===== src/rtl/imem_loader_pkg.sv =====
// Shared types and constants for the instruction-memory boot loader.
// Header/word framing is little-endian; checksum is an 8-bit XOR over data bytes.
package imem_loader_pkg;

   typedef enum logic [2:0] {
      ST_IDLE,
      ST_HDR,
      ST_DATA,
      ST_CSUM,
      ST_DONE,
      ST_ERR
   } loader_state_t;

   localparam int          HDR_BYTES = 4;
   localparam logic [31:0] NOP_INSTR = 32'h0000_0013;

   function automatic logic count_ok(input logic [31:0] cnt, input logic [31:0] depth);
      return (cnt != 32'd0) && (cnt <= depth);
   endfunction

endpackage


===== src/rtl/imem_loader_if.sv =====
// Loader bus: byte stream in (valid/ready), imem write port and boot status out.
// master = loader side, slave = host/memory/core side.
interface imem_loader_if #(
   parameter int DEPTH_WORDS = 512
) ();
   localparam int WL_W = $clog2(DEPTH_WORDS + 1);

   logic            start;
   logic [7:0]      rx_data;
   logic            rx_valid;
   logic            rx_ready;
   logic            we;
   logic [31:0]     waddr;
   logic [31:0]     wdata;
   logic            cpu_hold;
   logic            done;
   logic            error;
   logic [WL_W-1:0] words_loaded;

   modport master (
      input  start, rx_data, rx_valid,
      output rx_ready, we, waddr, wdata, cpu_hold, done, error, words_loaded
   );

   modport slave (
      output start, rx_data, rx_valid,
      input  rx_ready, we, waddr, wdata, cpu_hold, done, error, words_loaded
   );
endinterface


===== src/rtl/imem_loader_byte_packer.sv =====
// Packs 4 bytes little-endian into a word; word_valid is combinational with the 4th byte.
// No backpressure of its own: the caller gates byte_valid with its handshake.
module byte_packer
   import imem_loader_pkg::*;
(
   input  logic        clk,
   input  logic        rst_n,
   input  logic        clr,
   input  logic        byte_valid,
   input  logic [7:0]  byte_data,
   output logic        word_valid,
   output logic [31:0] word_data
);
   localparam int CNT_W = $clog2(HDR_BYTES);
   localparam int SH_W  = 8 * (HDR_BYTES - 1);

   logic [CNT_W-1:0] cnt_q, cnt_d;
   logic [SH_W-1:0]  sh_q, sh_d;

   // Bytes enter at the top and shift down, so the first byte ends up as the LSB.
   always_comb begin
      cnt_d      = cnt_q;
      sh_d       = sh_q;
      word_valid = 1'b0;
      word_data  = {byte_data, sh_q};
      if (clr) begin
         cnt_d = '0;
      end else if (byte_valid) begin
         sh_d = {byte_data, sh_q[SH_W-1:8]};
         if (cnt_q == CNT_W'(HDR_BYTES - 1)) begin
            word_valid = 1'b1;
            cnt_d      = '0;
         end else begin
            cnt_d = cnt_q + CNT_W'(1);
         end
      end
   end

   always_ff @(posedge clk or negedge rst_n) begin
      if (!rst_n) begin
         cnt_q <= '0;
         sh_q  <= '0;
      end else begin
         cnt_q <= cnt_d;
         sh_q  <= sh_d;
      end
   end

endmodule


===== src/rtl/imem_loader.sv =====
// Boot loader: count header, LE words to imem from BASE_PC, XOR checksum; holds CPU until good.
// 1 byte/cycle, write strobe one cycle after a word's 4th byte; rx_ready low outside HDR/DATA/CSUM.
module imem_loader
   import imem_loader_pkg::*;
#(
   parameter logic [31:0] BASE_PC     = 32'h0000_0000,
   parameter int          DEPTH_WORDS = 512
) (
   input  logic          clk,
   input  logic          rst_n,
   imem_loader_if.master bus
);
   localparam int WL_W = $clog2(DEPTH_WORDS + 1);

   loader_state_t   state_q, state_d;
   logic [WL_W-1:0] cnt_q, cnt_d;
   logic [WL_W-1:0] idx_q, idx_d;
   logic [7:0]      csum_q, csum_d;
   logic            rx_ready_q, rx_ready_d;
   logic            we_q, we_d;
   logic [31:0]     waddr_q, waddr_d;
   logic [31:0]     wdata_q, wdata_d;
   logic            cpu_hold_q, cpu_hold_d;
   logic            done_q, done_d;
   logic            error_q, error_d;

   logic            xfer;
   logic            pk_valid;
   logic            pk_clr;
   logic            word_valid;
   logic [31:0]     word_data;

   assign xfer     = bus.rx_valid && rx_ready_q;
   assign pk_valid = xfer && ((state_q == ST_HDR) || (state_q == ST_DATA));
   assign pk_clr   = bus.start &&
                     ((state_q == ST_IDLE) || (state_q == ST_DONE) || (state_q == ST_ERR));

   byte_packer u_packer (
      .clk        (clk),
      .rst_n      (rst_n),
      .clr        (pk_clr),
      .byte_valid (pk_valid),
      .byte_data  (bus.rx_data),
      .word_valid (word_valid),
      .word_data  (word_data)
   );

   always_comb begin
      state_d    = state_q;
      cnt_d      = cnt_q;
      idx_d      = idx_q;
      csum_d     = csum_q;
      rx_ready_d = rx_ready_q;
      we_d       = 1'b0;
      waddr_d    = waddr_q;
      wdata_d    = wdata_q;
      cpu_hold_d = cpu_hold_q;
      done_d     = done_q;
      error_d    = error_q;
      case (state_q)
         ST_IDLE, ST_DONE, ST_ERR: begin
            if (bus.start) begin
               state_d    = ST_HDR;
               cnt_d      = '0;
               idx_d      = '0;
               csum_d     = '0;
               rx_ready_d = 1'b1;
               cpu_hold_d = 1'b1;
               done_d     = 1'b0;
               error_d    = 1'b0;
            end
         end
         ST_HDR: begin
            if (word_valid) begin
               if (count_ok(word_data, 32'(DEPTH_WORDS))) begin
                  cnt_d   = word_data[WL_W-1:0];
                  state_d = ST_DATA;
               end else begin
                  state_d    = ST_ERR;
                  error_d    = 1'b1;
                  rx_ready_d = 1'b0;
               end
            end
         end
         ST_DATA: begin
            if (xfer) begin
               csum_d = csum_q ^ bus.rx_data;
            end
            if (word_valid) begin
               we_d    = 1'b1;
               waddr_d = BASE_PC + (32'(idx_q) << 2);
               wdata_d = word_data;
               idx_d   = idx_q + WL_W'(1);
               if (idx_d == cnt_q) begin
                  state_d = ST_CSUM;
               end
            end
         end
         ST_CSUM: begin
            if (xfer) begin
               rx_ready_d = 1'b0;
               if (bus.rx_data == csum_q) begin
                  state_d    = ST_DONE;
                  done_d     = 1'b1;
                  cpu_hold_d = 1'b0;
               end else begin
                  state_d = ST_ERR;
                  error_d = 1'b1;
               end
            end
         end
         default: begin
            state_d    = ST_IDLE;
            rx_ready_d = 1'b0;
         end
      endcase
   end

   always_ff @(posedge clk or negedge rst_n) begin
      if (!rst_n) begin
         state_q    <= ST_IDLE;
         cnt_q      <= '0;
         idx_q      <= '0;
         csum_q     <= '0;
         rx_ready_q <= 1'b0;
         we_q       <= 1'b0;
         waddr_q    <= '0;
         wdata_q    <= '0;
         cpu_hold_q <= 1'b1;
         done_q     <= 1'b0;
         error_q    <= 1'b0;
      end else begin
         state_q    <= state_d;
         cnt_q      <= cnt_d;
         idx_q      <= idx_d;
         csum_q     <= csum_d;
         rx_ready_q <= rx_ready_d;
         we_q       <= we_d;
         waddr_q    <= waddr_d;
         wdata_q    <= wdata_d;
         cpu_hold_q <= cpu_hold_d;
         done_q     <= done_d;
         error_q    <= error_d;
      end
   end

   assign bus.rx_ready     = rx_ready_q;
   assign bus.we           = we_q;
   assign bus.waddr        = waddr_q;
   assign bus.wdata        = wdata_q;
   assign bus.cpu_hold     = cpu_hold_q;
   assign bus.done         = done_q;
   assign bus.error        = error_q;
   assign bus.words_loaded = idx_q;

endmodule

===== src/flat_wrapper.sv =====
// flat-port wrapper written by rule: the top's interface ports become plain ports
module imem_loader_flat import imem_loader_pkg::*;
#(
   parameter logic [31:0] BASE_PC     = 32'h0000_0000,
   parameter int          DEPTH_WORDS = 512
)
  (clk, rst_n, bus_start, bus_rx_data, bus_rx_valid, bus_rx_ready, bus_we, bus_waddr, bus_wdata, bus_cpu_hold, bus_done, bus_error, bus_words_loaded);
  imem_loader_if #(.DEPTH_WORDS(DEPTH_WORDS)) bus_i ();
  input  logic clk;
  input  logic rst_n;
  input wire logic [$bits(bus_i.start)-1:0] bus_start;
  input wire logic [$bits(bus_i.rx_data)-1:0] bus_rx_data;
  input wire logic [$bits(bus_i.rx_valid)-1:0] bus_rx_valid;
  output wire logic [$bits(bus_i.rx_ready)-1:0] bus_rx_ready;
  output wire logic [$bits(bus_i.we)-1:0] bus_we;
  output wire logic [$bits(bus_i.waddr)-1:0] bus_waddr;
  output wire logic [$bits(bus_i.wdata)-1:0] bus_wdata;
  output wire logic [$bits(bus_i.cpu_hold)-1:0] bus_cpu_hold;
  output wire logic [$bits(bus_i.done)-1:0] bus_done;
  output wire logic [$bits(bus_i.error)-1:0] bus_error;
  output wire logic [$bits(bus_i.words_loaded)-1:0] bus_words_loaded;
  assign bus_i.start = bus_start;
  assign bus_i.rx_data = bus_rx_data;
  assign bus_i.rx_valid = bus_rx_valid;
  assign bus_rx_ready = bus_i.rx_ready;
  assign bus_we = bus_i.we;
  assign bus_waddr = bus_i.waddr;
  assign bus_wdata = bus_i.wdata;
  assign bus_cpu_hold = bus_i.cpu_hold;
  assign bus_done = bus_i.done;
  assign bus_error = bus_i.error;
  assign bus_words_loaded = bus_i.words_loaded;
  imem_loader #(.BASE_PC(BASE_PC), .DEPTH_WORDS(DEPTH_WORDS)) u_core (.clk(clk), .rst_n(rst_n), .bus(bus_i));
endmodule

===== config.mk =====
export PLATFORM = sky130hd
export DESIGN_NAME = imem_loader_flat
export DESIGN_NICKNAME = d
export VERILOG_FILES = /design/src/rtl/imem_loader_pkg.sv /design/src/rtl/imem_loader_if.sv /design/src/rtl/imem_loader_byte_packer.sv /design/src/rtl/imem_loader.sv /design/src/flat_wrapper.sv
export SDC_FILE = /design/constraint.sdc
export NUM_CORES = 1
export LEC_CHECK = 0
export ABC_AREA = 1
export CORE_ASPECT_RATIO = 0.6
export CORE_MARGIN = 4
export CORE_UTILIZATION = 40
export DETAILED_ROUTE_END_ITERATION = 16
export HOLD_SLACK_MARGIN = 0.02
export MAX_ROUTING_LAYER = met4
export PLACE_DENSITY_LB_ADDON = 0.15
export SLEW_MARGIN = 20
export SYNTH_ARGS = -nofsm -noshare
export SYNTH_HDL_FRONTEND = slang
export SYNTH_SLANG_ARGS = --single-unit

===== constraint.sdc =====
create_clock -name clk -period 2.7 [get_ports clk]
set_clock_uncertainty 0.2 [all_clocks]
set_input_delay 0.405 -clock clk [delete_from_list [all_inputs] [get_ports clk]]
set_output_delay 0.405 -clock clk [all_outputs]
set_load 0.005 [all_outputs]

## Word-level counts from Yosys, hierarchy flattened

Cells that the tools add are included.

| storage, ports and cells | value |
|---|---|
| register bits | 104 |
| input bits | 12 |
| output and inout port bits | 79 |
| logic and storage cells | 103 |

| operators by class | value |
|---|---|
| $add $sub $neg | 2 |
| order comparisons | 1 |
| equal/unequal tests | 18 |
| mux-type cells | 42 |
| bitwise logic cells | 3 |
| reduce and logical (&&, ||, !) cells | 24 |

Operator list:

| cell | count |
|---|---|
| 2-to-1 mux 10 bit | 4 |
| one-hot mux 10 bit (2 select lines) | 2 |
| less-or-equal comparator 32 x 10 -> 1 bit (second input constant) | 1 |
| nonzero test 32 bit | 1 |
| 2-to-1 mux 1 bit | 19 |
| 2-to-1 mux 3 bit | 6 |
| 2-to-1 mux 8 bit | 2 |
| one-hot mux 8 bit (2 select lines) | 1 |
| != test 2 bit (second input constant) | 7 |
| one-hot mux 3 bit (4 select lines) | 1 |
| adder 10 x 1 -> 10 bit (second input constant) | 1 |
| == test 10 bit | 1 |
| AND reduction 5 bit | 2 |
| == test 8 bit | 1 |
| AND reduction 4 bit | 2 |
| nonzero test 2 bit | 4 |
| bitwise XOR 8 bit | 1 |
| == test 3 x 2 -> 1 bit (second input constant) | 2 |
| == test 3 bit (second input constant) | 2 |
| 2-to-1 mux 2 bit | 3 |
| != test 2 x 1 -> 1 bit (second input constant) | 3 |
| AND reduction 3 bit | 2 |
| AND reduction 6 bit | 1 |
| logical AND 1 bit | 4 |
| 12 further kinds | 17 |

## Longest topological paths before layout

Gate-level depths: netlist of run 1.

| depth | value |
|---|---|
| depth in word-level cells | 7 |
| mapped depth | 15 |

## Hierarchy

From an unflattened synthesis of run 1, not the netlist that was laid out.

| second synthesis, totals | value |
|---|---|
| cells, all modules | 621 |
| area, all modules | 5083.6 um^2 |

By module, submodules not included:

| module | instances | cells an instance | area each (um^2) | seq. area each (um^2) |
|---|---|---|---|---|
| imem_loader | 1 | 493 | 3892.5 | 1953.1 |
| byte_packer | 1 | 128 | 1191.1 | 650.6 |

## Worst setup path before layout of run 1

Ideal clock, no wire load.

| timing path | value |
|---|---|
| path kind | reg2reg |
| start | reg u_core.idx_q[0], in the netlist u_core.bus.words_loaded[0] |
| end | reg u_core.state_q[2] |
| data arrival time | 1.633 ns |
| required time | 2.383 ns |
| path slack | 0.750 ns |
| cell stages (with the launch flop) | 13 |
| path through | dfrtp_1 ha_1 nand2_1 nor2_1 nand4_1 nand2_1 nand2_1 nand2_1 nand3_1 o21bai_2 nand2_1 nand2_1 nand2_1 |

| on the way | value |
|---|---|
| cells in the longest elaborated chain, start to end | 4 |

Ends and longest elaborated chain:

| element | RTL line | text |
|---|---|---|
| start: declaration | imem_loader.sv:17 | `logic [WL_W-1:0] idx_q, idx_d;` |
| start signal: assignment | imem_loader.sv:135 | `idx_q <= idx_d;` |
| adder 10 x 1 -> 10 bit | imem_loader.sv:93 | `idx_d = idx_q + WL_W'(1);` |
| == test 10 bit | imem_loader.sv:94 | `if (idx_d == cnt_q) begin` |
| != test 2 bit (no source line) | - |  |
| AND reduction 5 bit (no source line) | - |  |
| end signal: assignment | imem_loader.sv:133 | `state_q <= state_d;` |
| end: declaration | imem_loader.sv:15 | `loader_state_t state_q, state_d;` |

No other way between the ends.
A chain may end at the register's enable or synchronous reset.

## Final worst setup path of run 1

| timing path | value |
|---|---|
| start | reg u_core.idx_q[1], in the netlist u_core.bus.words_loaded[1] |
| end | reg u_core.state_q[0] |

Same word-level chain as after synthesis.

==> flow_metrics.env, run 1 <==
export IMPL_status="finished clean"
export IMPL_arrival_ns=2.34
export IMPL_cts_tree="done"
export IMPL_syn_area_sq_um=4860
export IMPL_cts_repair_resized=0
export IMPL_drc=0
export IMPL_grt_overflow_total=0
export IMPL_port_buffers=68
export IMPL_dpl_hpwl_um=8520
export IMPL_rsz0062_at_grt="false"
export IMPL_grt_pass1_wl_um=18700
export IMPL_p_leak_uw=0.00275
export IMPL_synth_edf_count=0
export IMPL_fmax_mhz=433
export IMPL_yosysSeqAreaShare_pct=53.6
export IMPL_synthMuxAreaShare_pct=1.85
export IMPL_io_pins=91
export IMPL_fp_dieW_um=150
export IMPL_grt_pass1_vias=3467
export IMPL_sequentialPowerShare_pct=43.7
export IMPL_worstRegToRegCells=12
export IMPL_cts_hold_buf=1
export IMPL_root_buffer="clkbuf_16"
export IMPL_grt_usage_pct=17.6
export IMPL_power_frac_clock_pct=26.3
export IMPL_gp_congestion=0.872
export IMPL_p_total_uw=5030
export IMPL_syn_area_per_cell_sq_um=8.79
export IMPL_final_core_util_pct=51.1
export IMPL_synth_common_cells="nand2_1, dfrtp_1, o21ai_0"
export IMPL_comb_power_share_pct=30.0
export IMPL_slowest_delay_ns=0.47
export IMPL_cts_sinks=104
export IMPL_drtAntennaViolNets=0
export IMPL_min_period_ns=2.31
export IMPL_nets=633
export IMPL_min_period_over_period_pct=85.5
export IMPL_synthTopCellsByArea="dfrtp_1, nand2_1, o21ai_0"
export IMPL_htree_levels=3
export IMPL_cp_start_kind="flop"
export IMPL_synth_cell_types=39
export IMPL_antenna_found_initial=0
export IMPL_max_vdd_ir_drop_v=0.000391
export IMPL_drt_initial_drc_count=189
export IMPL_wl_per_cell_um=14.8
export IMPL_cp_required_ns=2.73
export IMPL_crit_top_cell="nand2_1"
export IMPL_p_switching_uw=1780
export IMPL_die_h_um=93.4
export IMPL_synthToLayoutAreaGrowth_pct=22.1
export IMPL_synth_most_common_cell="nand2_1"
export IMPL_finalHoldViolCount=0
export IMPL_synthAdderAreaFrac_pct=0.515
export IMPL_synth_flop_cell="dfrtp_1"
export IMPL_finalHoldWorstSlack_ns=0.269
export IMPL_drt_pass1_iter_count=4
export IMPL_r2r_end="u_core.state_q[0]$_DFFE_PN0P_"
export IMPL_cap_violations=0
export IMPL_post_place_ws_ns=0.263
export IMPL_synth_top_family_by_area="simple AND/OR/NAND/NOR gates"
export IMPL_via_per_inst=4.74
export IMPL_slew_violations=0
export IMPL_die_area_sq_um=14000
export IMPL_reg2reg_slack_ns=0.39
export IMPL_ys_warn_count=0
export IMPL_clock_latency_ns=0.34
export IMPL_rows=30
export IMPL_fin_ws_ns=0.392
export IMPL_clk_pin_slew_ns=0.07
export IMPL_syn_instance_count=553
export IMPL_drive_gt1_share_pct=8.35
export IMPL_switching_share_pct=35.3
export IMPL_hp_class="input pin to asynchronous set/reset pin"
export IMPL_worstReg2RegStart="u_core.bus.words_loaded[1]$_DFFE_PN0P_"
export IMPL_powerDensity_nw_per_um2=848
export IMPL_crit_type="flop to flop"
export IMPL_synth_top_area_cell="dfrtp_1"
export IMPL_wirelength_um=11600
export IMPL_setup_viol=0
export IMPL_end_kind="flop"
export IMPL_synth_seq_cells=104
export IMPL_cts_buffers=9
export IMPL_synth_compound_area_share_pct=11.5
export IMPL_synth_top_cell_area_share_pct=53.1
export IMPL_num_antenna_cells=0
export IMPL_num_vias=3713
export IMPL_p_int_uw=3250
export IMPL_path_max_fanout=5
export IMPL_synth_xor_area_share_pct=2.45
export IMPL_yosys_area_share_simple_pct=20.0
export IMPL_cp_cell_sequence="ha_1, nand2_1, nor2_1, nand4_1, nand2_1, nand2_1, nand2_1, nand3_1, o21bai_2, nand2_1, nand2_1, nand2_1"
export IMPL_core_area_sq_um=11600
export IMPL_cts_setup_buffers=0
export IMPL_crit_slowest_cell="dfrtp_1"
export IMPL_grt_start_max_net_pins=89
export IMPL_initial_utilization_pct=41.9
export IMPL_tns_ns=0
export IMPL_ctsLongestPathBuffers=2
export IMPL_async_reset_ff_share_pct=100
-- worst max-delay path: cells and delay by family (launching register included) --
| family | cells | cell delay [ns] |
|---|---|---|
| compound gates | 1 | 0.19 |
| fa+ha+maj | 1 | 0.29 |
| flops | 1 | 0.47 |
| simple gates | 10 | 1.04 |
-- worst max path at each step --
stage,from,endpoint,slack [ns],depth (start not counted)
2_1_floorplan,u_core.bus.words_loaded[0]$_DFFE_PN0P_,u_core.state_q[2]$_DFFE_PN0P_,0.75,12
3_3_place_gp,bus_rx_valid,u_core.bus.wdata[25]$_DFFE_PN0P_,0.29,9
3_5_place_dp,bus_rx_data[4],u_core.cnt_q[7]$_DFFE_PN0P_,0.26,12
4_1_cts,u_core.state_q[1]$_DFFE_PN0P_,u_core.bus.wdata[25]$_DFFE_PN0P_,0.39,8
5_1_grt,u_core.bus.words_loaded[1]$_DFFE_PN0P_,u_core.state_q[0]$_DFFE_PN0P_,0.21,14
6_report,u_core.bus.words_loaded[1]$_DFFE_PN0P_,u_core.state_q[0]$_DFFE_PN0P_,0.39,12
-- sequential cells by signal (all words and copies together) (netlist names) --
register                 count
u_core.bus.rx_ready          1
u_core.bus.done              1
u_core.csum_q                8
u_core.cnt_q                10
u_core.bus.error             1
u_core.bus.words_loaded     10
u_core.u_packer.sh_q        24
u_core.bus.we                1
u_core.state_q               3
u_core.bus.cpu_hold          1
u_core.u_packer.cnt_q        2
u_core.bus.wdata            32
u_core.bus.waddr            10
-- power groups by stage --
stage	clock, uW	combinational (uW)	sequential (uW)
3_5_place_dp	0	1510	2230
6_report	1320	1510	2200
2_1_floorplan	0	1120	2140
3_3_place_gp	0	1480	2220
5_1_grt	1430	1700	2250
4_1_cts	1360	1520	2200
-- metal layers --
metal	track usage [%]	vias up	wire length, um	part of all wire, %
met1	28.8	1747	6320	55
met2	20.9	111	4430	38
met3	4.94	4	821	7.1
li1	-	1851	-	-
met4	3.12	0	23	0.20
met5	-	-	0	0
-- logic make-up (layout without fill, tap and decap cells) --
| group | Yosys count | in the layout |
|---|---|---|
| multiplexers | 8 | 8 |
| buffers and inverters | 102 | 151 |
| flip-flops | 104 | 104 |
| AND/OR/NAND/NOR | 229 | 229 |
| adder cells (fa/ha/maj) | 2 | 2 |
| other | 1 | 22 |
| AO/OA/AOI/OAI | 95 | 95 |
| XOR/XNOR | 12 | 12 |
-- cell usage in the layout (no fill, tap or decap), types with 2 or more instances in the layout --
cell             netlist  layout
buf_4                 23       6
xor2_1                 2       2
inv_2                  3       3
o21ai_0               69      69
nand2_1              158     158
conb_1                 1      22
nor2_1                27      27
ha_1                   2       2
nand2_4                2       2
clkbuf_16              0       9
mux2_2                 8       8
o22ai_2                5       5
clkdlybuf4s50_1        0      67
clkinv_4               0       2
o22ai_1                2       2
nand3_1               18      18
nand3b_1               5       5
nor2_2                 3       3
xnor2_1                9       9
o21ai_1               11      11
dfrtp_1              103     103
inv_1                 57      57
nand4_1               10      10
nand2_2                2       2
-- layout make-up --
class,instances,area [sq um]
inverters,61,229
flip-flops and latches,104,2600
repair buffers,75,746
fillers,1079,5670
multi-input cells,368,1850
clock inverters,5,66.3
clock buffers,10,239
well taps,160,200
-- metrics by stage --
step / std cells / area (sq um)
3_3_place_gp: 767 / 5620
2_1_floorplan: 574 / 4940
5_1_grt: 783 / 5930
4_1_cts: 783 / 5930
6_report: 783 / 5930
3_5_place_dp: 767 / 5620
No activity file was read; power rests on OpenSTA's default activity.
==> run 2: changes to the inputs <==
Settings changed: CTS_BUF_LIST set to sky130_fd_sc_hd__clkbuf_16.
==> run 2 against run 1 <==
Effect of this change:
- register-to-register slack about the same
- clock power about the same
- core utilization down 0.086 points
- sequential power about the same
- final area down 0.17%
- sequential share of layout area up 0.074 points
- worst setup slack unchanged
- critical path type unchanged
- critical endpoint unchanged
- largest cell class unchanged
==> flow_metrics.env, run 2 (synthesis results as in run 1) <==
export IMPL_cts_setup_buffers=0
export IMPL_root_buffer="clkbuf_16"
export IMPL_grt_overflow_total=0
export IMPL_antenna_found_initial=0
export IMPL_finalHoldViolCount=0
export IMPL_ctsLongestPathBuffers=2
export IMPL_setup_viol=0
export IMPL_cts_buffers=9
export IMPL_clock_latency_ns=0.34
export IMPL_port_buffers=68
export IMPL_wirelength_um=11600
export IMPL_drtAntennaViolNets=0
export IMPL_htree_levels=3
export IMPL_cts_tree="done"
export IMPL_min_period_over_period_pct=85.5
export IMPL_powerDensity_nw_per_um2=844
export IMPL_clk_pin_slew_ns=0.07
export IMPL_synthToLayoutAreaGrowth_pct=21.9
export IMPL_arrival_ns=2.34
export IMPL_final_cell_mix="nand2_1, dfrtp_1, o21ai_0"
export IMPL_tns_ns=0
export IMPL_drive_gt1_share_pct=8.19
export IMPL_status="finished clean"
export IMPL_path_buf_inv=0
export IMPL_cp_start_kind="flop"
export IMPL_rows=30
export IMPL_grt_pass1_wl_um=18700
export IMPL_end_kind="flop"
export IMPL_gp_congestion=0.872
export IMPL_max_vdd_ir_drop_v=0.000391
export IMPL_fin_ws_ns=0.392
export IMPL_post_place_ws_ns=0.263
export IMPL_slowest_delay_ns=0.47
export IMPL_io_pins=91
export IMPL_fmax_mhz=433
export IMPL_rsz0062_at_grt="false"
export IMPL_fp_dieW_um=150
export IMPL_hp_class="input pin to asynchronous set/reset pin"
export IMPL_final_common_cell="nand2_1"
export IMPL_grt_pass1_vias=3467
export IMPL_dpl_hpwl_um=8520
export IMPL_p_leak_uw=0.00274
export IMPL_slew_violations=0
export IMPL_cp_required_ns=2.73
export IMPL_via_per_inst=4.74
export IMPL_die_area_sq_um=14000
export IMPL_min_period_ns=2.31
export IMPL_wl_per_cell_um=14.8
export IMPL_grt_start_max_net_pins=89
export IMPL_path_max_fanout=5
export IMPL_cts_sinks=104
export IMPL_num_antenna_cells=0
export IMPL_grt_usage_pct=17.6
export IMPL_nets=633
export IMPL_drc=0
export IMPL_cp_cell_sequence="ha_1, nand2_1, nor2_1, nand4_1, nand2_1, nand2_1, nand2_1, nand3_1, o21bai_2, nand2_1, nand2_1, nand2_1"
export IMPL_num_vias=3711
export IMPL_cap_violations=0
export IMPL_crit_slowest_cell="dfrtp_1"
export IMPL_die_h_um=93.4
export IMPL_initial_utilization_pct=41.9
export IMPL_crit_top_cell="nand2_1"
export IMPL_drt_initial_drc_count=189
export IMPL_fillers=1080
export IMPL_crit_type="flop to flop"
export IMPL_drt_pass1_iter_count=4
export IMPL_core_area_sq_um=11600
export IMPL_largest_reg_flops=32
export IMPL_cts_repair_resized=0
export IMPL_path_delay_family="simple AND/OR/NAND/NOR gates"
==> run 2: worst register-to-register path, cell delays in order, from the launching register on <==
cell and delay [ns]:
dfrtp_1 0.47, ha_1 0.29, nand2_1 0.12, nor2_1 0.18, nand4_1 0.15, nand2_1 0.13, nand2_1 0.06, nand2_1 0.09
nand3_1 0.11, o21bai_2 0.19, nand2_1 0.09, nand2_1 0.06, nand2_1 0.05
==> run 2: power by group <==
part / total [uW] / internal, uW / switching (uW) / leakage [uW]
clock network: 1290 / 720 / 573 / 0.000141
logic: 1510 / 574 / 932 / 0.00121
registers: 2200 / 1930 / 270 / 0.00139
total: 5000 / 3220 / 1770 / 0.00274
==> run 2: metal layers <==
| metal | track usage, % | share of wire [%] | vias up |
|---|---|---|---|
| met3 | 4.94 | 7.2 | 4 |
| met4 | 3.12 | 0.20 | 0 |
| met1 | 28.8 | 54 | 1745 |
| met2 | 20.9 | 38 | 110 |
| met5 | - | 0 | - |
| li1 | - | - | 1852 |
==> run 2: cell type report <==
| cell class | count | area, sq um | share of cell area, % |
|---|---|---|---|
| sequential | 104 | 2600 | 44.0 |
| multi-input combinational | 368 | 1850 | 31.2 |
| clock inverter | 6 | 70.1 | 1.18 |
| clock buffer | 9 | 225 | 3.80 |
| tap | 160 | 200 | 3.38 |
| timing repair buffer | 75 | 746 | 12.6 |
| inverter | 61 | 229 | 3.87 |
==> run 2: what timing repair did <==
| action | CTS | global route |
|---|---|---|
| endpoints found under the hold margin | 16 | 0 |
| hold buffers | 1 | 0 |
| setup endpoints to repair | 0 | 0 |
==> run 2: stage by stage <==
stage | instance area (sq um) | instances | util, % | hold WS (ns) | power (uW)
after floorplan | 4940 | 574 | - | -0.0906 | 3260
after global placement | 5620 | 767 | 48.4 | 0.0843 | 3700
after detailed placement | 5620 | 767 | 48.4 | 0.0868 | 3740
after CTS | 5920 | 783 | 51.0 | 0.273 | 5040
after global routing | 5920 | 783 | 51.0 | 0.285 | 5350
final | 5920 | 783 | 51.0 | 0.269 | 5000
==> run 2: worst paths after layout <==
check / slack [ns] / from / cells past startpoint / to
worst min register to register: 0.28 / u_core.bus.cpu_hold$_DFFE_PN1P_ / 2 / u_core.bus.cpu_hold$_DFFE_PN1P_
worst max-delay path: 0.39 / u_core.bus.words_loaded[1]$_DFFE_PN0P_ / 12 / u_core.state_q[0]$_DFFE_PN0P_
worst min-delay path: 0.27 / rst_n / 2 / u_core.bus.wdata[2]$_DFFE_PN0P_
max in group asynchronous: 1.26 / rst_n / 3 / u_core.bus.cpu_hold$_DFFE_PN1P_
worst max register to register: 0.39 / u_core.bus.words_loaded[1]$_DFFE_PN0P_ / 12 / u_core.state_q[0]$_DFFE_PN0P_
min in group clk: 0.28 / u_core.bus.cpu_hold$_DFFE_PN1P_ / 2 / u_core.bus.cpu_hold$_DFFE_PN1P_
==> run 3: changes to the inputs <==
Settings changed: CAP_MARGIN set to 20.
==> results of run 3 <==
No change in the layout: final DEF, timing and power equal those of run 2.
==> RTL edit (settings of run 1) <==
`csum_q`, `waddr_q` and `wdata_q` no longer have a reset.
--- a/src/rtl/imem_loader.sv
+++ b/src/rtl/imem_loader.sv
@@ -121,11 +121,8 @@
          state_q    <= ST_IDLE;
          cnt_q      <= '0;
          idx_q      <= '0;
-         csum_q     <= '0;
          rx_ready_q <= 1'b0;
          we_q       <= 1'b0;
-         waddr_q    <= '0;
-         wdata_q    <= '0;
          cpu_hold_q <= 1'b1;
          done_q     <= 1'b0;
          error_q    <= 1'b0;
@@ -133,15 +130,18 @@
          state_q    <= state_d;
          cnt_q      <= cnt_d;
          idx_q      <= idx_d;
-         csum_q     <= csum_d;
          rx_ready_q <= rx_ready_d;
          we_q       <= we_d;
-         waddr_q    <= waddr_d;
-         wdata_q    <= wdata_d;
          cpu_hold_q <= cpu_hold_d;
          done_q     <= done_d;
          error_q    <= error_d;
       end
+   end
+
+   always_ff @(posedge clk) begin
+      csum_q  <= csum_d;
+      waddr_q <= waddr_d;
+      wdata_q <= wdata_d;
    end
 
    assign bus.rx_ready     = rx_ready_q;
Check against the original RTL: differs if rst_n is asserted again (counterexample within 10 cycles, from zero or initial values and one cycle with rst_n low); with rst_n held inactive, the same outputs for 10 cycles.
==> RTL edit against run 1 <==
- sequential cell count did not move
- die area fell by 5.8%
- global-route usage shrank 1.8 points
- core utilization is 1.2 points higher
- synthesized area down 6.2%
- first-iteration DRC count is 5.8% lower
- power fell by 5.7%
- setup slack better by 0.025 ns
- wire length shrank 15%
- final area shrank 4.2%
- largest cell class unchanged
- largest power group unchanged
==> RTL edit: results (changes against run 1) <==
Reg2Reg Depth=13 (was 12); vias per cell=4.71 (was 4.74); vias=3,190 (was 3,713); total power=4.74 mW (was 5.03 mW); DR WL/cell=14.5 um (was 14.8 um); reg2reg start=u_core.bus.words_loaded[0] (was u_core.bus.words_loaded[1]); internal power=3.23 mW (was 3.25 mW); Setup WS pre-CTS=0.292 ns (was 0.263 ns); Async S/R FF share, synth=51.9% (was 100%); cell leakage power=2.48 nW (was 2.75 nW); clock insertion delay at the later pin of the skew report=about 0.35 ns; gr usage total=15.8% (was 17.6%); number of flops mapped to enable cells by yosys=50 (was 0); crit path DAT=2.32 ns (was 2.34 ns); ys flop type=dfrtp_1 (unchanged); Cell Area, Placed=5350 um^2 (was 5620 um^2); CP max FO=6 (was 5); layout cell share with drive strength beyond 1=8.16% (was 8.35%); Critical-path top delay cell=dfrtp_1 (unchanged); # hold bufs at CTS=1 (unchanged); Synth area leader=edfxtp_1 (was dfrtp_1); DP Cell Count=661 (was 767); RD Place Congestion=0.849 (was 0.872); PortBufs=68 (unchanged); commonest cells in the netlist=nand2_1 (125), inv_1 (55), dfrtp_1 (53), edfxtp_1 (50), nor2_1 (26) (was nand2_1 (158), dfrtp_1 (103), o21ai_0 (69), inv_1 (57), nor2_1 (27)); fillers=963 (was 1,079); clock share of power=29.6% (was 26.3%); Least-Margin Pin Slew=0.712 ns; pin count of the biggest net entering global routing=51 (was 89); CTS HTree Levels=3 (unchanged); status=complete, no violations (unchanged); final net count=548 (was 633); diode count=0 (unchanged); top cells by area, synth=edfxtp_1 (33%), dfrtp_1 (29%), nand2_1 (10%) (was dfrtp_1 (53%), nand2_1 (12%), o21ai_0 (7.1%)); fin crit period=2.28 ns (was 2.31 ns); sequential fraction of the synthesis area=62.6% (was 53.6%); vias in the first global route=3,072 (was 3,467); storage element area=2850 um^2 (was 2600 um^2); combinational power=1.09 mW (was 1.51 mW); First DRT Iteration DRCs=178 (was 189); global-route wire length before repair=16,000 um (was 18,700 um); r2r setup slk=0.42 ns (was 0.39 ns); synthesized instance count=456 (was 553); Netlist cell types=34 (was 39); DPL Wire Length=7220 um (was 8520 um); Peak VDD IR=0.000471 V (was 0.000391 V)
[RTL edit: changes by cell type in the layout (fill, tap and decap cells not counted), moves of 3 or more]
cell	delta
dfrtp_1	-50
edfxtp_1	+50
inv_2	+5
mux2_2	-7
nand2_1	-33
nand3_1	+7
nand4_1	-3
nor2_4	+4
o21ai_0	-46
o21ai_1	-6
o22ai_1	+5
o22ai_2	-5
xnor2_1	-4
xor2_1	+3
[RTL edit: how the worst min path moves through the flow]
stage                                 end  slack, ns  cells past startpoint
2_1_floorplan             u_core.bus.done      -0.09                      0
3_3_place_gp                u_core.bus.we       0.05                      1
3_5_place_dp                u_core.bus.we       0.05                      1
4_1_cts        u_core.bus.words_loaded[1]       0.22                      2
5_1_grt        u_core.bus.words_loaded[1]       0.22                      2
6_report       u_core.bus.words_loaded[1]       0.22                      2
[RTL edit: cells by family (layout without fill, tap and decap cells)]
group	after synthesis	after routing	share of synthesized area, %
AO/OA/AOI/OAI	40	40	4.72
XOR/XNOR	10	10	1.92
adder cells (fa/ha/maj)	2	2	0.549
buffers and inverters	91	153	9.33
flip-flops	104	104	62.6
multiplexers	1	1	0.247
other	1	22	0.0823
AND/OR/NAND/NOR	207	207	20.5
[RTL edit: layout make-up]
type | count | area share, %
multi-input combinational | 282 | 23.9
timing repair buffer | 74 | 13.0
clock inverter | 5 | 1.41
sequential | 104 | 50.2
tap | 139 | 3.06
inverter | 63 | 4.16
clock buffer | 11 | 4.27
[RTL edit: routing by layer]
layer | GRT usage, % | up-vias | share of wire [%]
li1 | - | 1585 | -
met1 | 22.8 | 1501 | 52
met2 | 21.4 | 96 | 41
met3 | 4.81 | 8 | 6.2
met4 | 4.74 | 0 | 1.1
met5 | - | - | 0
